<file path="config.mk">
export PLATFORM = sky130hd
export DESIGN_NAME = cnn_result_streamer
export DESIGN_NICKNAME = d
export VERILOG_FILES = /design/src/rtl/cnn_result_streamer.sv
export SDC_FILE = /design/constraint.sdc
export NUM_CORES = 1
export LEC_CHECK = 0
export CELL_PAD_IN_SITES_DETAIL_PLACEMENT = 0
export CELL_PAD_IN_SITES_GLOBAL_PLACEMENT = 1
export CORE_UTILIZATION = 42
export CTS_BUF_LIST = sky130_fd_sc_hd__clkbuf_2
export DETAILED_ROUTE_END_ITERATION = 10
export PLACE_DENSITY_LB_ADDON = 0.1
export REMOVE_ABC_BUFFERS = 1
export SLEW_MARGIN = 5
export SYNTH_ARGS = -nofsm -noshare
export SYNTH_HDL_FRONTEND = slang
export SYNTH_SLANG_ARGS = --single-unit
</file>
<file path="constraint.sdc">
create_clock -name clk -period 28.3 [get_ports clk]
set_input_delay 2.83 -clock clk [delete_from_list [all_inputs] [get_ports clk]]
set_output_delay 2.83 -clock clk [all_outputs]
set_load 0.02 [all_outputs]
</file>
<file path="src/rtl/cnn_result_streamer.sv">
// Result streamer for the time-multiplexed 4x4 CNN array.
// Follows the array's sweep phase and counts the programmed sweeps. After the
// last sweep it takes one snapshot of all cell states and streams the cells
// out one per beat over valid/ready, with a sign bit per cell.
//
// state | meaning
// IDLE  | waiting for start, outputs quiet
// RUN   | tracking sweep phase, counting sweeps, waiting for capture phase
// SEND  | streaming the 16 snapshot words, one per accepted beat
// DONE  | one-cycle done pulse, then back to IDLE
module cnn_result_streamer #(
    parameter int WIDTH         = 9,
    parameter int CELLS         = 16,
    parameter int ITER_W        = 8,
    parameter int CAPTURE_PHASE = 1
) (
    input  logic                      clk,
    input  logic                      rst,
    input  logic                      start,
    input  logic [ITER_W-1:0]         iterations,
    input  logic [CELLS*2*WIDTH-1:0]  y_in,
    output logic [2*WIDTH-1:0]        out_data,
    output logic                      out_bin,
    output logic [3:0]                out_index,
    output logic                      out_valid,
    input  logic                      out_ready,
    output logic                      out_last,
    output logic                      busy,
    output logic                      done
);

    localparam int DW = 2 * WIDTH;
    localparam logic [3:0] CAP_PHASE = 4'(CAPTURE_PHASE);

    typedef enum logic [1:0] {
        IDLE = 2'd0,
        RUN  = 2'd1,
        SEND = 2'd2,
        DONE = 2'd3
    } state_t;

    state_t            state_q;
    state_t            state_d;
    logic [3:0]        phase_q;
    logic [ITER_W-1:0] sweeps_q;
    logic [3:0]        index_q;
    logic [DW-1:0]     snap_q [CELLS];

    logic capture;
    logic xfer;

    // The final sweep has completed and the array has reached the capture phase.
    assign capture = (state_q == RUN) && (sweeps_q == '0) && (phase_q == CAP_PHASE);
    assign xfer    = (state_q == SEND) && out_ready;

    // State register.
    always_ff @(posedge clk or posedge rst) begin
        if (rst) begin
            state_q <= IDLE;
        end else begin
            state_q <= state_d;
        end
    end

    // Next-state decode and handshake outputs.
    always_comb begin
        state_d   = state_q;
        out_valid = 1'b0;
        out_last  = 1'b0;
        busy      = 1'b1;
        done      = 1'b0;
        case (state_q)
            IDLE: begin
                busy = 1'b0;
                if (start) begin
                    state_d = RUN;
                end
            end
            RUN: begin
                if (capture) begin
                    state_d = SEND;
                end
            end
            SEND: begin
                out_valid = 1'b1;
                out_last  = (index_q == 4'd15);
                if (xfer && (index_q == 4'd15)) begin
                    state_d = DONE;
                end
            end
            DONE: begin
                done    = 1'b1;
                state_d = IDLE;
            end
            default: begin
                state_d = IDLE;
            end
        endcase
    end

    // Phase, sweep and beat-index counters.
    always_ff @(posedge clk or posedge rst) begin
        if (rst) begin
            phase_q  <= 4'd0;
            sweeps_q <= '0;
            index_q  <= 4'd0;
        end else begin
            case (state_q)
                IDLE: begin
                    if (start) begin
                        // start coincides with array phase 0, so next phase is 1.
                        phase_q  <= 4'd1;
                        sweeps_q <= (iterations == '0) ? ITER_W'(1) : iterations;
                    end
                end
                RUN: begin
                    phase_q <= phase_q + 4'd1;
                    if ((phase_q == 4'd15) && (sweeps_q != '0)) begin
                        sweeps_q <= sweeps_q - ITER_W'(1);
                    end
                    if (capture) begin
                        index_q <= 4'd0;
                    end
                end
                SEND: begin
                    if (xfer) begin
                        index_q <= index_q + 4'd1;
                    end
                end
                default: begin
                end
            endcase
        end
    end

    // Snapshot of all cell states, written only on the capture edge.
    always_ff @(posedge clk or posedge rst) begin
        if (rst) begin
            for (int k = 0; k < CELLS; k++) begin
                snap_q[k] <= '0;
            end
        end else if (capture) begin
            for (int k = 0; k < CELLS; k++) begin
                snap_q[k] <= y_in[k*DW +: DW];
            end
        end
    end

    // Beat data path: direct view of the selected snapshot word.
    always_comb begin
        out_data  = snap_q[index_q];
        out_bin   = ~out_data[DW-1];
        out_index = index_q;
    end

endmodule

</file>
==> impl_metrics.env <==
export IMPL_outcome="finished clean"
export IMPL_ctsResizeCount=0
export IMPL_hold_violations=0
export IMPL_ys_ff_latch=306
export IMPL_route_detailed_drc=0
export IMPL_required_ns=25.47
export IMPL_cts_tree="done"
export IMPL_syn_area_um2=14500
export IMPL_setup_viol=0
export IMPL_power_leakage_nw=7.99
export IMPL_power_density_nw_per_um2=68.3
export IMPL_cts_buffers_inserted=82
export IMPL_synth_area_per_cell_um2=9.03
export IMPL_period_share_pct=24.7
export IMPL_rows=67
export IMPL_cts_sinks=306
export IMPL_io_buffers=326
export IMPL_die_h_um=188
export IMPL_ios=327
export IMPL_max_slew_worst_pin_slew_ns=1.20
export IMPL_max_slew_margin_pct=19.9
export IMPL_grt_overflow_total=0
export IMPL_dr_pass1_iters=7
export IMPL_cts_setup_buffers=0
export IMPL_mostFrequentLayoutCell="nand2_1"
export IMPL_rrSetupSlack_ns=24.83
export IMPL_max_clock_freq_mhz=143
export IMPL_drtIter0Drc=879
export IMPL_track_usage_pct=23.6
export IMPL_synth_edf_count=0
export IMPL_finalClockSkew_ns=0.0391
export IMPL_synth_cells=1605
export IMPL_first_global_vias=12300
export IMPL_core_um2=33700
export IMPL_critPathArrivalTime_ns=4.16
export IMPL_cts_hold_buf=0
export IMPL_wl_per_cell_um=16.7
export IMPL_yosysSeqAreaShare_pct=52.8
export IMPL_post_place_ws_ns=22.16
export IMPL_synthArstFlopShare_pct=100
export IMPL_postLayoutCoreUtil_pct=55.0
export IMPL_grt_max_degree=237
export IMPL_timing_final_ws_setup_ns=21.31
export IMPL_globalplace_congestion=0.782
export IMPL_ir_drop_v=0.0000318
export IMPL_vias=12000
export IMPL_die_w_um=188
export IMPL_place_hpwl_um=26000
export IMPL_syn2layout_area_growth_pct=27.9
export IMPL_h_tree_depth=3
export IMPL_worstSetupPathType="register to primary output"
export IMPL_drive_above_1_share_pct=10.5
export IMPL_start_kind="register"
export IMPL_synthFlopType="dfrtp_1"
export IMPL_fin_setup_tns_ns=0
export IMPL_synth_warnings=0
export IMPL_most_common_layout_cells="896 x nand2_1, 326 x clkdlybuf4s50_1, 303 x dfrtp_1"
export IMPL_cts_root_buf="clkbuf_2"
export IMPL_maxCapViolations=0
export IMPL_synth_top_area_share_pct=52.8
export IMPL_synth_distinct_cells=48
export IMPL_crit_fanout=43
export IMPL_die_area_um2=35200
export IMPL_hold_path_class="register to register"
export IMPL_wl_um=40600
export IMPL_clkLatencyLatePin_ns=0.89
export IMPL_synth_area_top_cells="dfrtp_1 53%, nand2_1 23%, mux4_2 5.6%, mux2i_1 3.9%, buf_6 1.8%"
export IMPL_clockBufferDepth=3
export IMPL_min_period_ns=6.99
export IMPL_start_util_pct=43.0
export IMPL_cts_reportedPaths_clkPinSlew_ns=0.10
export IMPL_cp_end_kind="primary output"
export IMPL_vias_per_cell=4.94
export IMPL_rsz0062_at_grt="no"
export IMPL_maxSlewViolCount=0
export IMPL_whs_ns=0.467
export IMPL_nNetsFinal=2237
export IMPL_grt_pass1_wl_um=65300
export IMPL_antenna_found_initial=1
export IMPL_synth_top_area_cell="dfrtp_1"
export IMPL_ant_nets=0
==> metrics by stage <==
step	std cells	power (mW)	area (µm²)
after floorplan	1508	0.829	13900
after global placement	2292	0.966	17800
after detailed placement	2292	0.977	17800
after CTS	2434	1.28	18500
after global routing	2435	1.36	18500
final	2435	1.27	18500
==> worst paths after layout <==
path / start / endpoint / depth (start not counted)
worst max-delay path: out_index[1]$_DFFE_PP0P_ / out_bin / 7
worst min-delay path: snap_q[249]$_DFFE_PP0P_ / snap_q[249]$_DFFE_PP0P_ / 2
worst max register to register: sweeps_q[0]$_DFFE_PP0P_ / snap_q[224]$_DFFE_PP0P_ / 8
worst min register to register: snap_q[249]$_DFFE_PP0P_ / snap_q[249]$_DFFE_PP0P_ / 2
max in group asynchronous: rst / snap_q[267]$_DFFE_PP0P_ / 3
min in group asynchronous: rst / snap_q[81]$_DFFE_PP0P_ / 2
==> synthesized netlist by cell type, drive strengths merged (2+ instances only) <==
cell type and count:
inv 8, nor2b 3, ha 9, a21oi 25
mux4 36, nor4 2, mux2i 56, o21ai 49
nand2 896, and3 9, a221o 3, and2 2
nand4 3, nand3 7, clkbuf 28, buf 69
dfrtp 306, nor2 10, nor3b 3, o22ai 3
a221oi 18, a22oi 18, o31a 2, mux2 20
nor3 5
==> registers in the layout (all words and copies together), names as in the netlist <==
signal / flops
out_index: 4
sweeps_q: 8
phase_q: 4
snap_q: 288
state_q: 2
==> per-layer routing <==
| metal | track usage, % | part of all wire, % | vias up |
|---|---|---|---|
| li1 | - | - | 5889 |
| met1 | 33.3 | 46 | 5707 |
| met2 | 37.0 | 46 | 385 |
| met3 | 4.88 | 6.5 | 50 |
| met4 | 6.47 | 1.3 | 0 |
| met5 | 0 | 0 | - |
==> logic make-up (layout without fill, tap and decap cells) <==
kind of cell               after synthesis  in the layout  share of synthesized area [%]
adders and majority gates                9              9                          0.777
other                                    0              1                              0
AOI/OAI and AO/OA                      127            127                           5.60
buffers and inverters                  106            487                           4.48
DFF                                    306            306                           52.8
and+or+nand+nor                        945            945                           25.3
muxes                                  112            112                           11.0
==> layout make-up <==
cell class / count / area, µm²
diodes: 1 / 2.50
clock buffers: 128 / 641
clock inverters: 14 / 53.8
fillers: 3263 / 15200
inverters: 9 / 41.3
multi-input cells: 1193 / 6200
flip-flops and latches: 306 / 7660
well taps: 448 / 561
repair buffers: 336 / 3360
==> critical path: stages, from the launching register on <==
cell             delay (ns)
dfrtp_2                0.35
buf_4                  0.61
nand2_1                0.81
o21ai_0                0.37
a21oi_1                0.08
o21ai_0                0.24
and2_1                 0.18
clkdlybuf4s50_1        0.61
==> power by group <==
group	internal [mW]	switching (mW)
combinational	0.181	0.192
clock	0.118	0.184
sequential	0.522	0.0687
total	0.821	0.445
Power figures use the tool's default switching activity.
==> RTL edit 1: new RTL, same flow settings <==
Re-encode `state_t` (4 states) as one-hot, 4 bits wide.
--- a/src/rtl/cnn_result_streamer.sv
+++ b/src/rtl/cnn_result_streamer.sv
@@ -33,9 +33,9 @@
     localparam logic [3:0] CAP_PHASE = 4'(CAPTURE_PHASE);
 
-    typedef enum logic [1:0] {
-        IDLE = 2'd0,
-        RUN  = 2'd1,
-        SEND = 2'd2,
-        DONE = 2'd3
+    typedef enum logic [3:0] {
+        IDLE = 4'b0001,
+        RUN  = 4'b0010,
+        SEND = 4'b0100,
+        DONE = 4'b1000
     } state_t;
 
Check against the original RTL: same outputs for any inputs over 10 cycles, from zero or initial values and one cycle with rst high; not proved beyond that.
==> RTL edit 1 against the unedited design <==
- synthesized area fell by 0.30%
- sequential cell count rose by 2
- via count barely moved
- first-iteration DRC count fell by 7.7%
- setup slack got worse by 0.35 ns
- routed wire length fell by 1.4%
- count of clock-buffer cells in the layout fell by 3
- synthesized cell count fell by 0.75%
- final area rose by 0.18%
- largest cell class unchanged
Power is not compared: it rests on default switching activity, and its combinational part moved more than twofold at a synthesized area within 25%.
==> RTL edit 1: results (changes against the unedited design) <==
Finish
  – Fin nets: 2226 (was 2237)
  – Multi-input combinational area share: 32.7% (was 33.5%)
  – Sequential cell area share: 41.6% (was 41.4%)
  – CLK BUF: 125 (was 128)
  – Register area: 7710 sq um (was 7660 sq um)
  – Non-clock buffer share: 18.1% (was 18.2%)
  – #MultiIn Comb: 1181 (was 1193)
  – Count of non-CTS buffers in the layout: 340 (was 336)
  – Inverters: 7 (was 9)
  – Finished Layout Cells: 2430 (was 2435)
  – Number of fill cells in the layout: 3220 (was 3263)
  – Number of diodes: 4 (was 1)
  – Share of layout cells above drive strength 1: 10.7% (was 10.5%)
  – Final clock-cell share: 4.32% (was 3.75%)

Yosys
  – Post-synthesis sequential area ratio: 53.4% (was 52.8%)
  – Syn Area/Cell: 9.07 sq um (was 9.03 sq um)
  – Distinct cells, synth: 49 (was 48)
  – Synth area leaders: dfrtp_1, nand2_1, mux4_2 (unchanged)
  – Synth warn: 0 (unchanged)
  – Most frequent cells after synthesis: nand2_1, dfrtp_1, mux2i_1 (unchanged)

Place
  – Place WS: 21.83 ns (was 22.16 ns)
  – Placement Cell Area: 17700 sq um (was 17800 sq um)
  – HPWL Detailed: 26.1 mm (was 26.0 mm)
  – Placed insts: 2284 (was 2292)
  – Routability Congestion: 0.778 (was 0.782)

Pwr
  – Maximum vdd drop: 33.3 uV

Route
  – Total Wirelength: 40.0 mm (was 40.6 mm)
  – Pre-antenna DRT Iters: 5 (was 7)
  – Starting DRT DRC Count: 811 (was 879)
  – Vias: 12000 (about the same)

Global route
  – Tot GR Track Use: 23.3% (was 23.6%)
  – Initial antenna violation count: 5 (was 1)
  – Largest net degree at the start of global routing: 126 (was 237)
  – First-pass GRT wire length: 64.5 mm (was 65.3 mm)

Worst setup path
  – Critical Path Source: out_index[0] (was out_index[1])
  – CP max stage delay: 1.15 ns (was 0.81 ns)
  – Crit path max-delay cell type: dfrtp_4 (was nand2_1)
  – WP data arrival: 4.51 ns (was 4.16 ns)
  – Worst-path fanout max: 58 (was 43)
  – CP delay by family, top: buffers and inverters (unchanged)
  – R2R Path Start: state_q[3] (was sweeps_q[0])

STA
  – Worst Skew: 0.0610 ns (was 0.0391 ns)
  – Rel. slew slack: 18.1% (was 19.9%)

Clock tree
  – CTS Buf Count: 83 (was 82)
  – Clk Latency, worst-skew pair: 0.91 ns (was 0.89 ns)
  – Post-CTS repair timing setup buffer count: 0 (unchanged)
  – PostCTS Resize Cnt: 0 (unchanged)
  – Clk sinks: 308 (was 306)

Status
  – Result of the run: finished clean (unchanged)

Worst hold path
  – Worst hold start: snap_q[84] (was snap_q[249])
## RTL edit 1: cell count changes in the layout (fill, tap and decap cells not counted), sizes merged, moves of 3 or more
cell / change
buf: +4
diode: +3
nor4b: +3
ha: -4
xor2: +4
bufinv: +4
clkinv: -3
clkbuf: -3
a221o: -3
o21ai: +3
and3: -8
## RTL edit 1: cells by family (layout without fill, tap and decap cells)
| kind of cell | Yosys count | count (layout) | share of synthesized area [%] |
|---|---|---|---|
| flops | 308 | 308 | 53.4 |
| xor+xnor | 4 | 4 | 0.243 |
| mux | 110 | 110 | 10.9 |
| compound gates | 127 | 127 | 5.41 |
| simple gates | 935 | 935 | 25.0 |
| fa+ha+maj | 5 | 5 | 0.433 |
| other cells | 0 | 4 | 0 |
| buf+inv | 104 | 489 | 4.69 |
## RTL edit 1: power groups by stage
stage / clock (mW) / sequential, mW / combinational, mW
after floorplan: 0 / 0.508 / 0.0753
after global placement: 0 / 0.515 / 0.138
after detailed placement: 0 / 0.516 / 0.142
after CTS: 0.350 / 0.507 / 0.143
after global routing: 0.375 / 0.513 / 0.158
final: 0.337 / 0.507 / 0.141
## RTL edit 1: per-layer routing
layer	track usage [%]	wire length, um
met1	31.4	17800
met2	37.2	19100
met3	4.82	2220
met4	8.32	899
met5	0	12
## RTL edit 1: worst paths after layout
check | end | slack (ns) | cells past startpoint
min in group asynchronous | snap_q[66] | 2.49 | 2
max | out_data[8] | 20.96 | 7
min | snap_q[84] | 0.47 | 2
max reg2reg | snap_q[152] | 24.35 | 7
max in group asynchronous | out_index[0] | 23.54 | 4
min reg2reg | snap_q[84] | 0.47 | 2
## RTL edit 1: worst min-delay path, delay by kind of cell, from the launching register on
kind / cells / cell delay, ns
flip-flops: 1 / 0.35
AND/OR/NAND/NOR: 2 / 0.09
==> RTL edit 2: new RTL, same settings <==
Made on the original files. Change the parameter `ITER_W` from 8 to 6.
--- a/src/rtl/cnn_result_streamer.sv
+++ b/src/rtl/cnn_result_streamer.sv
@@ -12,5 +12,5 @@
     parameter int WIDTH         = 9,
     parameter int CELLS         = 16,
-    parameter int ITER_W        = 8,
+    parameter int ITER_W        = 6,
     parameter int CAPTURE_PHASE = 1
 ) (
Ports: changed (resized iterations); port bits go from 327 to 325. No check against the original RTL was run, so the function may have changed too.
==> RTL edit 2 against the unedited design <==
- clock power decreased by 2%
- power increased by 18%
- synthesized area decreased by 3.1%
- largest power group unchanged
- via count decreased by 21%
- final area decreased by 0.97%
- setup slack got worse by 0.054 ns
- clock skew increased by 0.0080 ns
- sequential cell count decreased by 2
- non-clock buffer count decreased by 1
- routed wire length decreased by 11%
- register-to-register slack got worse by 0.46 ns
==> RTL edit 2: results (changes against the unedited design) <==
Global route
  – Largest net degree at the start of global routing: 170 (was 237)
  – Tot GR Track Use: 21.8% (was 23.6%)
  – Number of global-route vias before repair: 10300 (was 12300)
  – Met2 Use GR: 34.2% (was 37.0%)
  – Met3 GRT Util: 7.69% (was 4.88%)
  – First-pass GRT wire length: 56.5 mm (was 65.3 mm)
  – Initial antenna violation count: 15 (was 1)
  – Met1 usage: 27.4% (was 33.3%)

STA
  – Worst Skew: 0.0471 ns (was 0.0391 ns)
  – Rel. slew slack: 27.4% (was 19.9%)

Route
  – Starting DRT DRC Count: 307 (was 879)
  – Via density: 5.23 (was 4.94)
  – Final antenna-violating net count: 0 (unchanged)
  – Total Wirelength: 36.3 mm (was 40.6 mm)
  – Pre-antenna DRT Iters: 6 (was 7)
  – Vias: 9543 (was 12000)

Yosys
  – Distinct cells, synth: 41 (was 48)
  – Synth warn: 0 (unchanged)
  – Gate Count Post-Synth: 964 (was 1605)
  – Async SR Flop Fraction: 100% (unchanged)
  – Synth area leaders: dfrtp_1, mux2_1, mux4_2 (was dfrtp_1, nand2_1, mux4_2)
  – Most frequent cells after synthesis: dfrtp_1, mux2_1, mux2i_1 (was nand2_1, dfrtp_1, mux2i_1)
  – Post-synthesis sequential area ratio: 54.2% (was 52.8%)

Worst setup path
  – Worst-path fanout max: 37 (was 43)
  – WP data arrival: 4.21 ns (was 4.16 ns)

Place
  – Routability Congestion: 0.718 (was 0.782)
  – Placed insts: 1676 (was 2292)
  – IO Port Bufs: 324 (was 326)
  – HPWL Detailed: 23.8 mm (was 26.0 mm)

Clock tree
  – H-tree depth: 3 (unchanged)
  – Clock Tree Buf Depth: 3 (unchanged)
  – Clk Tree Root Cell: clkbuf_2 (unchanged)
  – CTS Buf Count: 83 (was 82)
  – Reg clk slew, reported paths: 0.11 ns
  – Post-CTS repair timing setup buffer count: 0 (unchanged)
  – PostCTS Resize Cnt: 0 (unchanged)
  – Clk Latency, worst-skew pair: 0.89 ns (about the same)

Pwr
  – Maximum vdd drop: 40.2 uV (was 31.8 uV)
  – Pleak: 7.60 nW (was 7.99 nW)

Finish
  – Share of layout cells above drive strength 1: 18.5% (was 10.5%)
  – Number of fill cells in the layout: 2876 (was 3263)
  – Fin nets: 1626 (was 2237)
  – Largest regs: snap_q: 288 flops, sweeps_q: 6 flops (was snap_q: 288 flops, sweeps_q: 8 flops)

Status
  – Result of the run: finished clean (unchanged)

Worst hold path
  – Min-Delay Path Class: reg2reg (unchanged)
RTL edit 2: cell count changes after synthesis, sizes merged, moves of 4 or more:
cell    before  now
nor2        10    5
clkbuf      28   19
a21oi       25    8
mux2i       56   76
mux2        20  290
nand2      896   26
a221oi      18   37
buf         69   46
inv          8   12
o21ai       49   23
RTL edit 2: power breakdown:
group / total, mW / internal (mW) / leakage, nW / switching, mW
sequential: 0.640 / 0.562 / 3.55 / 0.0780
combinational: 0.557 / 0.297 / 3.50 / 0.260
clock: 0.297 / 0.116 / 0.555 / 0.180
RTL edit 2: cells by family (layout without fill, tap and decap cells):
group / Yosys count / in the layout / share of synthesized area, %
DFF: 304 / 304 / 54.2
AOI/OAI and AO/OA: 104 / 104 / 5.42
other: 0 / 9 / 0
buffers and inverters: 78 / 489 / 2.58
muxes: 402 / 402 / 34.5
adders and majority gates: 9 / 9 / 0.802
and+or+nand+nor: 67 / 67 / 2.58
RTL edit 2: cell type report:
type	instances	share of cell area (%)
Timing Repair Buffer	335	18.2
Multi-Input combinational cell	582	33.1
Sequential cell	304	41.5
Clock buffer	126	3.44
Clock inverter	15	0.307
Antenna cell	9	0.123
Tap cell	442	3.01
Inverter	13	0.307
RTL edit 2: critical path: stages (launching register included):
cell and delay (ns):
dfrtp_2 0.62, buf_4 0.54, and2_2 0.94, a221oi_1 0.21, o21ai_0 0.25, and2_1 0.16
clkdlybuf4s50_1 0.62
RTL edit 2: metal layers:
layer,vias up,share of wire (%)
li1,4399,-
met2,308,46
met1,4745,43
met4,10,2.7
met5,-,0.18
met3,81,8.5
RTL edit 2: stage by stage:
stage	util (%)	hold slack [ns]	setup WS (ns)	instance area, sq um	power (mW)
after floorplan	-	0.459	17.07	13700	1.02
after global placement	53.9	0.469	22.14	17600	1.20
after detailed placement	53.9	0.476	22.08	17600	1.22
after CTS	56.0	0.498	21.05	18300	1.52
after global routing	56.1	0.506	20.93	18300	1.60
final	56.1	0.494	21.26	18400	1.49
RTL edit 2: worst paths after layout:
path	startpoint	to	slack, ns	cells past startpoint
worst max-delay path	out_index[1]	out_bin	21.26	6
worst min-delay path	snap_q[267]	snap_q[267]	0.49	1
worst max register to register	state_q[1]	snap_q[176]	24.37	6
worst min register to register	snap_q[267]	snap_q[267]	0.49	1
max in group asynchronous	rst	snap_q[203]	23.57	4
min in group asynchronous	rst	snap_q[104]	2.46	2
